**config.mk**
```make
export PLATFORM = sky130hd
export DESIGN_NAME = dac_sample_sched
export DESIGN_NICKNAME = d
export VERILOG_FILES = /design/src/rtl/dac_sched_pkg.sv /design/src/rtl/sync_fifo.sv /design/src/rtl/dac_sample_sched.sv
export SDC_FILE = /design/constraint.sdc
export NUM_CORES = 1
export LEC_CHECK = 0
export ABC_AREA = 0
export ABC_CLOCK_PERIOD_IN_PS = 4950
export CAP_MARGIN = 10
export CORE_MARGIN = 3
export CORE_UTILIZATION = 50
export CTS_CLUSTER_SIZE = 24
export DETAILED_ROUTE_END_ITERATION = 7
export GPL_TIMING_DRIVEN = 0
export PLACE_DENSITY = 0.78
export SYNTH_ARGS = -nofsm -noshare
export SYNTH_HDL_FRONTEND = slang
export SYNTH_HIERARCHICAL = 1
export SYNTH_SLANG_ARGS = --single-unit
```
**constraint.sdc**
```tcl
create_clock -name clk -period 4.95 [get_ports clk]
set_clock_uncertainty 0.2 [all_clocks]
set_input_delay 1.2375 -clock clk [delete_from_list [all_inputs] [get_ports clk]]
set_output_delay 1.2375 -clock clk [all_outputs]
set_load 0.05 [all_outputs]
```
**src/rtl/dac_sched_pkg.sv**
```systemverilog
// Shared types and constants for the DAC sample scheduler.
package dac_sched_pkg;

    typedef enum logic [1:0] {
        IDLE  = 2'd0,
        PRIME = 2'd1,
        PLAY  = 2'd2,
        RAMP  = 2'd3
    } sched_state_e;

    localparam logic [7:0] DAC_MIDSCALE = 8'd128;
    localparam int         UNDERRUN_W   = 16;

    // One LSB toward target, never past it.
    function automatic logic [7:0] ramp_step(input logic [7:0] cur, input logic [7:0] target);
        if (cur < target) return cur + 8'd1;
        if (cur > target) return cur - 8'd1;
        return cur;
    endfunction

endpackage

```
**src/rtl/sync_fifo.sv**
```systemverilog
// Synchronous show-ahead FIFO with a registered head word.
// Latency: pushed word visible at head one clk after push into an empty FIFO.
// Backpressure: push ignored while full, pop ignored while empty.
module sync_fifo #(
    parameter int unsigned DW = 8,
    parameter int unsigned AW = 4
) (
    input  logic          clk,
    input  logic          rst,
    input  logic          push,
    input  logic [DW-1:0] push_dat,
    input  logic          pop,
    output logic [DW-1:0] head,
    output logic          full,
    output logic          empty,
    output logic [AW:0]   level
);

    localparam logic [AW:0] DEPTH = {1'b1, {AW{1'b0}}};

    logic [DW-1:0] mem [1 << AW];
    logic [AW-1:0] wr_ptr;
    logic [AW-1:0] rd_ptr;
    logic [AW-1:0] rd_ptr_nxt;
    logic          do_push;
    logic          do_pop;

    assign full       = (level == DEPTH);
    assign empty      = (level == '0);
    assign do_push    = push && !full;
    assign do_pop     = pop && !empty;
    assign rd_ptr_nxt = do_pop ? rd_ptr + AW'(1) : rd_ptr;

    always_ff @(posedge clk) begin
        if (rst) begin
            wr_ptr <= '0;
            rd_ptr <= '0;
            level  <= '0;
            head   <= '0;
        end else begin
            if (do_push) wr_ptr <= wr_ptr + AW'(1);
            rd_ptr <= rd_ptr_nxt;
            if (do_push && !do_pop)      level <= level + (AW+1)'(1);
            else if (do_pop && !do_push) level <= level - (AW+1)'(1);
            // Bypass when the slot being written becomes the new head.
            head <= (do_push && (wr_ptr == rd_ptr_nxt)) ? push_dat : mem[rd_ptr_nxt];
        end
    end

    always_ff @(posedge clk) begin
        if (do_push) mem[wr_ptr] <= push_dat;
    end

endmodule

```
**src/rtl/dac_sample_sched.sv**
```systemverilog
// Buffers upstream samples and releases one per sample tick to the PWM DAC; ramps to midscale on stop.
// Latency: sample and sample_strobe update 1 clk after the tick cycle.
// Backpressure: s_ready = !full from registered state; no pop on empty, underrun counted instead.
module dac_sample_sched
    import dac_sched_pkg::*;
#(
    parameter int unsigned CLK_DIV   = 1024,
    parameter int unsigned FIFO_AW   = 4,
    parameter int unsigned PRIME_LVL = 8,
    parameter logic [7:0]  MIDSCALE  = DAC_MIDSCALE
) (
    input  logic                  clk,
    input  logic                  rst,
    input  logic                  enable,
    input  logic [7:0]            s_data,
    input  logic                  s_valid,
    output logic                  s_ready,
    output logic [7:0]            sample,
    output logic                  sample_strobe,
    output logic [FIFO_AW:0]      fifo_level,
    output logic [UNDERRUN_W-1:0] underrun_cnt,
    output logic                  busy
);

    localparam logic [15:0]           DIV_LAST     = 16'(CLK_DIV - 1);
    localparam logic [FIFO_AW:0]      PRIME_THR    = (FIFO_AW+1)'(PRIME_LVL);
    localparam logic [UNDERRUN_W-1:0] UNDERRUN_MAX = '1;

    sched_state_e state;
    sched_state_e state_nxt;
    logic [15:0]  div_cnt;
    logic         tick;
    logic         pop;
    logic         fifo_full;
    logic         fifo_empty;
    logic [7:0]   head;
    logic [7:0]   sample_nxt;
    logic         strobe_nxt;
    logic         underrun_inc;

    assign s_ready = !fifo_full;
    assign busy    = (state != IDLE);
    assign tick    = (state != IDLE) && (div_cnt == DIV_LAST);

    sync_fifo #(
        .DW (8),
        .AW (FIFO_AW)
    ) u_fifo (
        .clk      (clk),
        .rst      (rst),
        .push     (s_valid && s_ready),
        .push_dat (s_data),
        .pop      (pop),
        .head     (head),
        .full     (fifo_full),
        .empty    (fifo_empty),
        .level    (fifo_level)
    );

    always_ff @(posedge clk) begin
        if (rst) state <= IDLE;
        else     state <= state_nxt;
    end

    // Stop requests override tick actions in every playing state.
    always_comb begin
        state_nxt    = state;
        pop          = 1'b0;
        sample_nxt   = sample;
        strobe_nxt   = 1'b0;
        underrun_inc = 1'b0;
        case (state)
            IDLE: begin
                if (enable) state_nxt = PRIME;
            end
            PRIME: begin
                if (!enable)                       state_nxt = RAMP;
                else if (fifo_level >= PRIME_THR)  state_nxt = PLAY;
            end
            PLAY: begin
                if (!enable) begin
                    state_nxt = RAMP;
                end else if (tick) begin
                    if (!fifo_empty) begin
                        pop        = 1'b1;
                        sample_nxt = head;
                        strobe_nxt = 1'b1;
                    end else begin
                        underrun_inc = 1'b1;
                    end
                end
            end
            RAMP: begin
                if (enable) begin
                    state_nxt = PRIME;
                end else if (sample == MIDSCALE) begin
                    state_nxt = IDLE;
                end else if (tick) begin
                    sample_nxt = ramp_step(sample, MIDSCALE);
                    strobe_nxt = 1'b1;
                end
            end
            default: state_nxt = IDLE;
        endcase
    end

    always_ff @(posedge clk) begin
        if (rst) begin
            div_cnt       <= '0;
            sample        <= MIDSCALE;
            sample_strobe <= 1'b0;
            underrun_cnt  <= '0;
        end else begin
            if (state == IDLE || state_nxt == IDLE || tick) div_cnt <= '0;
            else                                            div_cnt <= div_cnt + 16'd1;
            sample        <= sample_nxt;
            sample_strobe <= strobe_nxt;
            if (underrun_inc && underrun_cnt != UNDERRUN_MAX)
                underrun_cnt <= underrun_cnt + UNDERRUN_W'(1);
        end
    end

endmodule

```
==> flow_summary.yaml <==
drt:
  drt-total-wl_mm: 22.0
  top_layer_used: "met4"
  route.detailed.drc: 0
  vias_per_cell: 6.16
  final_antenna_net_count: 0
  wl_met2_mm: 10.7
  met3_length_mm: 1.66
  drt_first_pass_iters: 5
  dr.first_iter.drc_count: 456
  wl_met1_mm: 9.11
  via_count: 6577
  wl_per_cell_um: 20.6
grt:
  grt_max_degree: 19
  grt_util_all_layers: 0.212
  overflow: 0
  antenna_found_initial: 0
  grt_pass1_wl_mm: 35.1
  grt_pass1_vias: 6409
clocking:
  cts_tree: "built"
  max-clock-path-buffers: 2
  clkLatencyLatePin_ps: 440
  cts_made_buffers: 17
  clk_pin_slew_ps: 70
  cts-htree-levels: 4
  root_buffer: "clkbuf_16"
  cts_sinks: 192
hold_path:
  hp-class: "register to register"
finish:
  ff_latch_area_um2: 5120
  num_antenna_cells: 0
  layout_commonest_cell: "edfxtp_1"
  design_area_um2: 11000
  drive_gt1_frac: 0.197
  final_cell_mix: "edfxtp_1, nor2_1, dfxtp_1, mux4_2, clkdlybuf4s50_1"
  fillers: 1444
  finalNonFillerCells: 1067
  multi_input_area_um2: 4240
  post-route-util: 0.586
  layout.nets: 820
  area_growth_pct: 14.3
sta:
  clock.fmax_mhz: 214
  setup_viol: 0
  tns_ps: 0
  fin_crit_ps: 4660
  finalMaxSlewViolations: 0
  worst_pin_slew_ps: 967
  final_hold_viol_count: 0
  maxSlewHeadroom: 0.356
  finalWorstSetupSlack_ps: 286
  fin_hold_ws_ps: 271
  period_share: 0.942
  rsz0062_at_grt: "no"
flow_run:
  maxCapViolCount: 0
pwr:
  vdd_drop_max_mv: 0.277
  powerDensity_nw_per_um2: 370
  p_leak_nw: 3.54
  total_power_mw: 4.09
logic_synthesis:
  syn_nets: 754
  syn_avg_cell_area_um2: 13.3
  async_flop_share: 0
  ys_types: 76
  synth_warnings: 6
  dominantRegCellSynth: "edfxtp_1"
  synth_edf_count: 128
  synthesis.area_um2: 9660
  ys_seq_area_frac: 0.531
  synth_seq_cells: 192
  postSynthCellCount: 728
status:
  status: "finished, final reports clean"
placed_design:
  place_inst: 1035
  placed_cell_area_um2: 10400
  place_ws_ps: -176
  port_buffers: 43
  place_hpwl_mm: 15.7
  gp_congestion: 0.928
floorplan:
  die_width_um: 145
  rows: 50
  dieArea_um2: 21000
  start_util: 0.513
  pin_count: 44
  fp.coreArea_um2: 18800
  die_y_um: 145
worst_setup_path:
  crit_type: "input pin to register"
  setup.worst_path.start_class: "input pin"
  crit_path_end_kind: "register"
  path_max_fanout: 10
  crit_required_ps: 5030
  cp_data_arrival_time_ps: 4750
## sequential cells by signal (all words and copies together) (netlist names)
name and count:
state 2, u_fifo/mem 128, u_fifo/head 8, div_cnt 16, underrun_cnt 16, sample 8
u_fifo/rd_ptr 4, u_fifo/wr_ptr 4, u_fifo/level 5, sample_strobe 1
## synthesized netlist by cell type, types with 7 or more instances
cell	count	area, um^2
a221oi_1	10	87.6
or3_1	7	43.8
nand2_1	42	158
a211oi_1	16	120
a311o_1	7	70.1
a21oi_1	27	135
mux2_2	11	124
xor2_1	11	96.3
and3_1	12	75.1
nor3_1	8	40.0
ha_1	13	163
nand3_1	15	75.1
nand4_1	8	50.1
edfxtp_1	128	3840
xnor2_1	20	175
mux4_2	64	1440
buf_2	15	75.1
inv_1	22	82.6
dfxtp_1	64	1280
clkbuf_1	20	75.1
o21ai_0	11	55.1
or2_2	8	50.1
nor2_1	74	278
nor4_1	7	43.8
## final timing paths
| check | from | end | slack (ps) | cells after the start |
|---|---|---|---|---|
| min reg2reg | div_cnt[0] | div_cnt[0] | 270 | 1 |
| max reg2reg | div_cnt[0] | u_fifo/head[2] | 840 | 11 |
| max | enable | u_fifo/head[2] | 290 | 11 |
| min | div_cnt[0] | div_cnt[0] | 270 | 1 |
## routing by layer
layer / global-route usage / up-vias
li1: - / 2970
met1: 0.286 / 3290
met2: 0.342 / 279
met3: 0.0534 / 38
met4: 0.0651 / 0
met5: 0 / -
## cell families after synthesis
kind of cell / count (synthesis) / synth area share
compound gates: 119 / 0.0974
xor+xnor: 34 / 0.0345
fa+ha+maj: 14 / 0.0189
buf+inv: 67 / 0.0305
flops: 192 / 0.531
mux: 85 / 0.173
simple gates: 217 / 0.115
## what timing repair did
item,in CTS,in global routing
setup buffers,0,0
gates resized for setup,0,1
hold buffers,0,0
endpoints found under the setup margin,0,1
## power breakdown
group / total, mW / switching (mW) / internal [mW]
sequential: 1.90 / 0.0838 / 1.81
combinational: 0.792 / 0.467 / 0.325
clock: 1.40 / 0.635 / 0.764
## cell type report
cell class              count  area share
well taps                 260      0.0295
clock inverters            14      0.0156
inverters                  23     0.00782
multi-input cells         469       0.384
repair buffers             47      0.0415
flip-flops and latches    192       0.464
plain buffers              44      0.0188
clock buffers              18      0.0389
## worst max-delay path: stages
cell,delay [ps]
clkdlybuf4s50_1,630
nand2b_1,120
nor2_1,140
and4_1,420
a21boi_0,140
a31oi_1,590
nand2_2,360
buf_2,310
mux2_1,380
a221oi_1,270
a211oi_1,140
Power figures use the tool's default switching activity.
